--- config.mk ---
export PLATFORM = sky130hd
export DESIGN_NAME = led_pwm_blink_flat
export DESIGN_NICKNAME = d
export VERILOG_FILES = /design/src/rtl/led_pwm_blink_pkg.sv /design/src/rtl/led_pwm_blink_if.sv /design/src/rtl/led_blink_prescaler.sv /design/src/rtl/led_pwm_blink.sv /design/src/flat_wrapper.sv
export SDC_FILE = /design/constraint.sdc
export NUM_CORES = 1
export LEC_CHECK = 0
export ABC_AREA = 0
export CAP_MARGIN = 15
export CORE_ASPECT_RATIO = 1.1
export CORE_UTILIZATION = 63
export CTS_BUF_LIST = sky130_fd_sc_hd__clkbuf_8
export CTS_CLUSTER_DIAMETER = 80
export DETAILED_ROUTE_END_ITERATION = 10
export HOLD_SLACK_MARGIN = 0.15
export PLACE_DENSITY = 0.9
export SKIP_CTS_REPAIR_TIMING = 1
export SLEW_MARGIN = 20
export SYNTH_ARGS = -nofsm -noshare
export SYNTH_HDL_FRONTEND = slang
export SYNTH_HIERARCHICAL = 1
export SYNTH_SLANG_ARGS = --single-unit
--- constraint.sdc ---
create_clock -name clk -period 3.6 [get_ports clk]
set_clock_uncertainty 0.15 [all_clocks]
set_input_delay 0.36 -clock clk [delete_from_list [all_inputs] [get_ports clk]]
set_output_delay 0.36 -clock clk [all_outputs]
set_load 0.02 [all_outputs]
--- src/rtl/led_pwm_blink_pkg.sv ---
// Shared constants for the LED PWM/blink controller: register map and reset values.
package led_pwm_blink_pkg;

  localparam logic [1:0] ADDR_DUTY   = 2'd0;
  localparam logic [1:0] ADDR_MASK   = 2'd1;
  localparam logic [1:0] ADDR_PERIOD = 2'd2;
  localparam logic [1:0] ADDR_STATUS = 2'd3;

  localparam logic [7:0] DUTY_RST   = 8'hFF;
  localparam logic [7:0] MASK_RST   = 8'h00;
  localparam logic [7:0] PERIOD_RST = 8'h00;

  // Full-scale duty: LED is on every cycle rather than 255 of 256.
  localparam logic [7:0] DUTY_FULL = 8'hFF;

  // PWM comparator with the full-scale override folded in.
  function automatic logic pwm_on_f(input logic [7:0] cnt, input logic [7:0] duty);
    return (duty == DUTY_FULL) ? 1'b1 : (cnt < duty);
  endfunction

endpackage

--- src/rtl/led_pwm_blink_if.sv ---
// Avalon-MM slave register port of the LED controller.
// Handshake: a write is taken on any rising clock edge where chipselect=1 and
// write_n=0 (no wait states, no back-pressure); readdata is a pure function of
// address and is valid in the same cycle regardless of chipselect.
interface led_pwm_blink_if;
  logic [1:0] address;
  logic       chipselect;
  logic       write_n;
  logic [7:0] writedata;
  logic [7:0] readdata;

  modport master (
    output address, chipselect, write_n, writedata,
    input  readdata
  );

  modport slave (
    input  address, chipselect, write_n, writedata,
    output readdata
  );
endinterface

--- src/rtl/led_blink_prescaler.sv ---
// Blink timebase: prefix tick counter, step counter and the blink phase bit.
// A restart (PERIOD write) zeroes both counters and forces phase high, and it
// wins over a step or toggle that falls on the same edge.
module led_blink_prescaler #(
  parameter int TICK_W = 16
) (
  input  logic       clk,
  input  logic       reset,
  input  logic       restart,
  input  logic [7:0] period,
  output logic       blink_phase
);

  logic [TICK_W-1:0] tick_cnt_q, tick_cnt_d;
  logic [7:0]        step_cnt_q, step_cnt_d;
  logic              phase_q, phase_d;
  logic              step;

  // Step fires on the edge where tick_cnt wraps back to zero.
  assign step = &tick_cnt_q;

  // Next-state: count ticks, count steps, toggle phase at the end of a half-period.
  always_comb begin
    tick_cnt_d = tick_cnt_q + TICK_W'(1);
    step_cnt_d = step_cnt_q;
    phase_d    = phase_q;
    if (step) begin
      if (step_cnt_q == period) begin
        step_cnt_d = 8'd0;
        phase_d    = ~phase_q;
      end else begin
        step_cnt_d = step_cnt_q + 8'd1;
      end
    end
    if (restart) begin
      tick_cnt_d = '0;
      step_cnt_d = 8'd0;
      phase_d    = 1'b1;
    end
  end

  // State registers with asynchronous reset to the start of a high phase.
  always_ff @(posedge clk or posedge reset) begin
    if (reset) begin
      tick_cnt_q <= '0;
      step_cnt_q <= 8'd0;
      phase_q    <= 1'b1;
    end else begin
      tick_cnt_q <= tick_cnt_d;
      step_cnt_q <= step_cnt_d;
      phase_q    <= phase_d;
    end
  end

  assign blink_phase = phase_q;

endmodule

--- src/rtl/led_pwm_blink.sv ---
// LED dimmer/blinker: Avalon-MM registers, 8-bit PWM and a registered LED output
// stage gated by a per-LED blink mask and the prescaler's blink phase.
module led_pwm_blink
  import led_pwm_blink_pkg::*;
#(
  parameter int TICK_W = 16
) (
  input  logic                  clk,
  input  logic                  reset,
  led_pwm_blink_if.slave        bus,
  input  logic [7:0]            led_in,
  output logic [7:0]            led_out
);

  logic [7:0] duty_q, duty_d;
  logic [7:0] mask_q, mask_d;
  logic [7:0] period_q, period_d;
  logic [7:0] pwm_cnt_q, pwm_cnt_d;
  logic [7:0] led_out_q, led_out_d;
  logic       wr_en;
  logic       period_wr;
  logic       blink_phase;
  logic       pwm_on;

  assign wr_en     = bus.chipselect & ~bus.write_n;
  assign period_wr = wr_en && (bus.address == ADDR_PERIOD);

  led_blink_prescaler #(
    .TICK_W (TICK_W)
  ) u_prescaler (
    .clk         (clk),
    .reset       (reset),
    .restart     (period_wr),
    .period      (period_q),
    .blink_phase (blink_phase)
  );

  // Register file write decode; STATUS is read-only so address 3 drops the write.
  always_comb begin
    duty_d   = duty_q;
    mask_d   = mask_q;
    period_d = period_q;
    if (wr_en) begin
      case (bus.address)
        ADDR_DUTY:   duty_d   = bus.writedata;
        ADDR_MASK:   mask_d   = bus.writedata;
        ADDR_PERIOD: period_d = bus.writedata;
        default:     ;
      endcase
    end
  end

  // PWM counter advance and LED output stage from current registers and phase.
  always_comb begin
    pwm_cnt_d = pwm_cnt_q + 8'd1;
    pwm_on    = pwm_on_f(pwm_cnt_q, duty_q);
    led_out_d = led_in & {8{pwm_on}} & (~mask_q | {8{blink_phase}});
  end

  // Registers, PWM counter and output drive with asynchronous reset.
  always_ff @(posedge clk or posedge reset) begin
    if (reset) begin
      duty_q    <= DUTY_RST;
      mask_q    <= MASK_RST;
      period_q  <= PERIOD_RST;
      pwm_cnt_q <= 8'd0;
      led_out_q <= 8'h00;
    end else begin
      duty_q    <= duty_d;
      mask_q    <= mask_d;
      period_q  <= period_d;
      pwm_cnt_q <= pwm_cnt_d;
      led_out_q <= led_out_d;
    end
  end

  // Zero-wait-state read mux, decoded from address only.
  always_comb begin
    bus.readdata = 8'h00;
    case (bus.address)
      ADDR_DUTY:   bus.readdata = duty_q;
      ADDR_MASK:   bus.readdata = mask_q;
      ADDR_PERIOD: bus.readdata = period_q;
      ADDR_STATUS: bus.readdata = {7'b0, blink_phase};
      default:     bus.readdata = 8'h00;
    endcase
  end

  assign led_out = led_out_q;

endmodule

--- src/flat_wrapper.sv ---
// flat-port wrapper written by rule: the top's interface ports become plain ports
module led_pwm_blink_flat import led_pwm_blink_pkg::*;
#(
  parameter int TICK_W = 16
)
  (clk, reset, led_in, led_out, bus_address, bus_chipselect, bus_write_n, bus_writedata, bus_readdata);
  led_pwm_blink_if bus_i ();
  input  logic clk;
  input  logic reset;
  input  logic [7:0] led_in;
  output logic [7:0] led_out;
  input wire logic [$bits(bus_i.address)-1:0] bus_address;
  input wire logic [$bits(bus_i.chipselect)-1:0] bus_chipselect;
  input wire logic [$bits(bus_i.write_n)-1:0] bus_write_n;
  input wire logic [$bits(bus_i.writedata)-1:0] bus_writedata;
  output wire logic [$bits(bus_i.readdata)-1:0] bus_readdata;
  assign bus_i.address = bus_address;
  assign bus_i.chipselect = bus_chipselect;
  assign bus_i.write_n = bus_write_n;
  assign bus_i.writedata = bus_writedata;
  assign bus_readdata = bus_i.readdata;
  led_pwm_blink #(.TICK_W(TICK_W)) u_core (.clk(clk), .reset(reset), .bus(bus_i), .led_in(led_in), .led_out(led_out));
endmodule
== Word level (Yosys, flattened, before mapping) ==
Index checks and enable logic that the tools add are counted.

* Input port bits: 22
* Output and inout bits: 16
* Logic and storage cells: 42
* Register bits: 65

* Magnitude comparators: 1
* Equal/unequal tests: 5
* Bitwise operators: 7
* Reductions and logical operators: 9
* Mux-type cells: 9
* Add/sub/neg operators: 3

{| class="wikitable"
|+ Operators with widths
! operator !! count
|-
| $pmux 8 s4 || 1
|-
| $mux 8 || 3
|-
| $add 16x1->16 const B || 1
|-
| $add 8x1->8 const B || 2
|-
| $and 8x8->8 || 2
|-
| $mux 16 || 1
|-
| $reduce_and 16->1 || 1
|-
| $eq 8x8->1 || 1
|-
| $eq 8x8->1 const B || 1
|-
| $lt 8x8->1 || 1
|-
| $not 8->8 || 1
|-
| $or 8x8->8 || 1
|-
| $reduce_and 2->1 || 4
|-
| $eq 2x2->1 const B || 2
|-
| $mux 1 || 4
|-
| $reduce_bool 2->1 || 2
|-
| $eq 2x1->1 const B || 1
|-
| $logic_not 2->1 || 1
|-
| $not 1->1 || 2
|-
| $and 1x1->1 || 1
|-
| $logic_and 1x1->1 || 1
|}

== Logic depth before layout (Yosys ltp) ==
* Depth in word-level cells: 5
* Depth in mapped cells: 7
* Mapped depth without buffers: 5

== By module ==
The synthesis kept the hierarchy.

{| class="wikitable"
|+ By module, submodules not included
! module !! cells an instance !! area each (sq um) !! times used
|-
| led_pwm_blink || 178 || 1953.1 || 1
|-
| led_blink_prescaler || 150 || 1461.4 || 1
|}

== Least setup slack after synthesis ==
No wires, ideal clock.

* Kind: register to register
* Start: reg u_core.duty_q[3]
* End: reg u_core.led_out_q[0] (netlist: u_core/led_out[0])
* Clock period less this slack: 1.828 ns
* Path buffers: 0
* Arrival time: 1.532 ns
* Slack: 1.772 ns
* Stages on the path, launching flop included: 6
* Cell sequence: dfstp_2 -> inv_1 -> ha_1 -> o21ai_0 -> a2111oi_4 -> nor3_1

* Word-level cells in the longest chain between the ends: 4
* Elaborated cells between the ends (all ways): 5

{| class="wikitable"
|+ RTL lines
! element !! line !! source
|-
| start, declared || led_pwm_blink.sv:15 || <nowiki>logic [7:0] duty_q, duty_d;</nowiki>
|-
| start signal, assigned || led_pwm_blink.sv:69 || <nowiki>duty_q <= duty_d;</nowiki>
|-
| $lt 8x8->1 or $eq 8x8->1 (tied branches) || led_pwm_blink_pkg.sv:18 || <nowiki>return (duty == DUTY_FULL) ? 1'b1 : (cnt < duty);</nowiki>
|-
| $mux 1 (*) || led_pwm_blink_pkg.sv:18 ||
|-
| $and 8x8->8 (*) (2 in a row) || led_pwm_blink.sv:57 || <nowiki>led_out_d = led_in & {8{pwm_on}} & (~mask_q | {8{blink_phase}});</nowiki>
|-
| via u_core.led_out_d[0] || led_pwm_blink.sv:19 || <nowiki>logic [7:0] led_out_q, led_out_d;</nowiki>
|-
| end signal, assigned || led_pwm_blink.sv:73 || <nowiki>led_out_q <= led_out_d;</nowiki>
|-
| end, declared || led_pwm_blink.sv:19 ||
|}

The timed path passes the listed nets; every way through them passes the cells marked *.
A chain may end at the register's enable or synchronous reset.

== Final worst setup path ==
* Start: in bus_address[0]
* End: out bus_readdata[4]

* Word-level cells in the longest chain between the ends: 2
* Elaborated cells between the ends (all ways): 5

{| class="wikitable"
|+ RTL lines
! element !! line !! source
|-
| start, declared || flat_wrapper.sv:12 || <nowiki>input wire logic [$bits(bus_i.address)-1:0] bus_address;</nowiki>
|-
| $eq 2x2->1 (tied with other cells) || led_pwm_blink.sv:80 || <nowiki>case (bus.address)</nowiki>
|-
| $pmux 8 s4 (*) || led_pwm_blink.sv:80 ||
|-
| end, declared || flat_wrapper.sv:16 || <nowiki>output wire logic [$bits(bus_i.readdata)-1:0] bus_readdata;</nowiki>
|}

Mark *: on every way between the ends. The rest lies on a longest branch, timed or not.

==> flow_metrics.tcl <==
set metrics [dict create \
    grt_use_met3_pct 6.09 \
    max_freq_mhz 351 \
    first_iter_violations 142 \
    die_w_um 72.2 \
    fill_cells 319 \
    worst_ir_drop_vdd_mv 0.421 \
    drtPass1Iterations 4 \
    arrival_ps 2340 \
    rsz0062_at_grt "no" \
    viasPerCell 6.03 \
    cp_common_cell "clkdlybuf4s50_1" \
    wl_per_cell_um 17.8 \
    numCtsBuffers 9 \
    top_usage_layer "met2" \
    min_period_over_period_pct 79.0 \
    area.growth.synth_to_final_pct 17.8 \
    final_common_cell "dfrtp_1" \
    synth_top_family_by_area "simple AND/OR/NAND/NOR gates" \
    synth_top_cell_by_area "dfrtp_1" \
    slew_headroom_pct 37.1 \
    tns_ps 0 \
    grt_use_met2_pct 50.7 \
    io_pins 38 \
    yosys.area_share.simple_pct 18.1 \
    drt-total-wl_um 7890 \
    antenna_cells 0 \
    die_h_um 79.2 \
    clk_path_buf_depth 2 \
    grt_pass1_vias 2693 \
    ant_nets 0 \
    start_util_pct 66.9 \
    synth.distinct_cells 45 \
    cts_root_buffer "clkbuf_8" \
    use_met1_pct 37.9 \
    synth_xor_area_share_pct 6.67 \
    synth_cells 328 \
    placed_cells 428 \
    critical_path.max_stage_delay_ps 620 \
    finalSetupViolCount 0 \
    cp-start-kind "input port" \
    vias 2676 \
    critPathCaptureType "output pin" \
    synth_mux_area_share_pct 6.08 \
    power_uw 2070 \
    layout.nets 399 \
    slew_violations 0 \
    antenna_found_initial 0 \
    ys_ff_latch 65 \
    async_flop_share_pct 100 \
    syn_area_mm2 0.00341 \
    final_cells 444 \
    tightestPinTransition_ps 942 \
    cts.htree.levels 3 \
    status "finished clean" \
    die_area_mm2 0.00572 \
    drive_gt1_share_pct 14.0 \
    synth_edf_count 0 \
    power_density_mw_per_mm2 514 \
    seq_area_frac_synth_pct 48.0 \
    maxCapViolCount 0 \
    synth_fa_ha_area_share_pct 3.66 \
    slowest_stage "clkdlybuf4s50_1" \
    crit_type "in -> out" \
    fp-row-count 27 \
    synthFlopType "dfrtp_1" \
    grt_first_pass_wirelength_um 12900 \
    synth_compound_area_share_pct 11.7 \
    finalHoldViolCount 0 \
    dp_hpwl_um 5380 \
    hold_class "in -> async" \
    clk_latency_ps 350 \
    synth_top_area_share_pct 41.0 \
    gp_congestion 0.860 \
    cts_num_sinks 65 \
    portBuffers 37 \
    worstPathMaxFanout 8 \
    mostFrequentLayoutCells "dfrtp_1 (56), clkdlybuf4s50_1 (37), nand2_1 (35)" \
    leakage_uw 0.00173 \
    grt-ovfl-total 0 \
    yosysWarnings 6 \
    tritoncts "yes" \
    grt_max_degree 41 \
    synthTopCellsByArea "dfrtp_1 (41%), dfstp_2 (6.9%), o21ai_0 (4.5%), nand2_1 (3.8%), ha_1 (3.7%)" \
    route.detailed.drc 0 \
    synth_nets 360 \
    grtUsageTotal_pct 30.5 \
    coreArea_mm2 0.00510 \
    clkTransAtPathRegs_ps 70 \
    crit_required_ps 3090 \
    timing.critical_path.cells "clkdlybuf4s50_1 -> nor2b_1 -> nand2_1 -> o21ai_0 -> clkdlybuf4s50_1" \
    timing.final.crit_period_ps 2850 \
    syn_area_per_cell_um2 10.4 \
]
[synth_stat cells, types with 5 or more instances]
cell / instances
mux2_2: 9
a21oi_1: 6
ha_1: 10
nand3_1: 12
buf_4: 5
nor3_1: 11
nor2_1: 17
dfstp_2: 9
inv_1: 23
o2111ai_1: 6
xnor2_1: 14
mux2i_1: 8
o21ai_0: 31
and4_1: 6
xor2_1: 12
nand4_1: 12
buf_2: 5
dfrtp_1: 56
nand2_1: 35
[flip-flops by register name (all words and copies together), names as in the netlist]
name / count
u_core/period_q: 8
u_core/duty_q: 8
u_core/led_out: 8
u_core/pwm_cnt_q: 8
u_core/u_prescaler/step_cnt_q: 8
u_core/mask_q: 8
u_core/u_prescaler/tick_cnt_q: 16
u_core/u_prescaler/blink_phase: 1
[per-stage QoR]
stage | utilization [%] | setup slack (ps) | hold WS [ps] | cell area (um2)
after floorplan | - | 1770 | 237 | 3410
after global placement | 74.8 | 788 | 314 | 3810
after detailed placement | 74.8 | 766 | 324 | 3810
after CTS | 78.9 | 759 | 329 | 4020
after global routing | 78.9 | 632 | 351 | 4020
final | 78.9 | 754 | 308 | 4020
[final timing paths]
path / startpoint / end / slack (ps) / cells after the start
worst max register to register: u_core/duty_q[7] / u_core/led_out[1] / 1330 / 5
worst min register to register: u_core/u_prescaler/tick_cnt_q[0] / u_core/u_prescaler/tick_cnt_q[0] / 330 / 1
max in group asynchronous: reset / u_core/u_prescaler/tick_cnt_q[3] / 2320 / 2
min in group clk: u_core/u_prescaler/tick_cnt_q[0] / u_core/u_prescaler/tick_cnt_q[0] / 330 / 1
worst max-delay path: bus_address[0] / bus_readdata[4] / 750 / 5
worst min-delay path: reset / u_core/pwm_cnt_q[1] / 310 / 3
[cell type report]
cell class	instances	area [um2]	share of cell area, %
sequential	65	1640	40.7
multi-input combinational	225	1590	39.4
timing repair buffer	43	415	10.3
clock buffer	12	165	4.11
tap	72	90.1	2.24
inverter	23	86.3	2.15
clock inverter	4	42.5	1.06
[cells by family (layout without fill, tap and decap cells)]
kind of cell / Yosys count / after routing
buf+inv: 38 / 82
xor+xnor: 26 / 26
fa+ha+maj: 10 / 10
compound gates: 59 / 59
simple gates: 112 / 112
mux: 18 / 18
flops: 65 / 65
[critical path, delay by kind of cell]
family	cells	cell delay, ps
AND/OR/NAND/NOR	2	670
buffers and inverters	2	1220
AO/OA/AOI/OAI	1	90
[power breakdown]
group          internal [uW]  switching [uW]
Sequential               860             104
Clock                    371             271
Combinational            212             251
[per-layer routing]
layer  share of wire (%)  vias up
met2                  50      100
met4                 3.0        0
met1                  42     1318
met3                 5.3       24
li1                    -     1234
met5                   0        -
(Power assumes the default switching activity.)
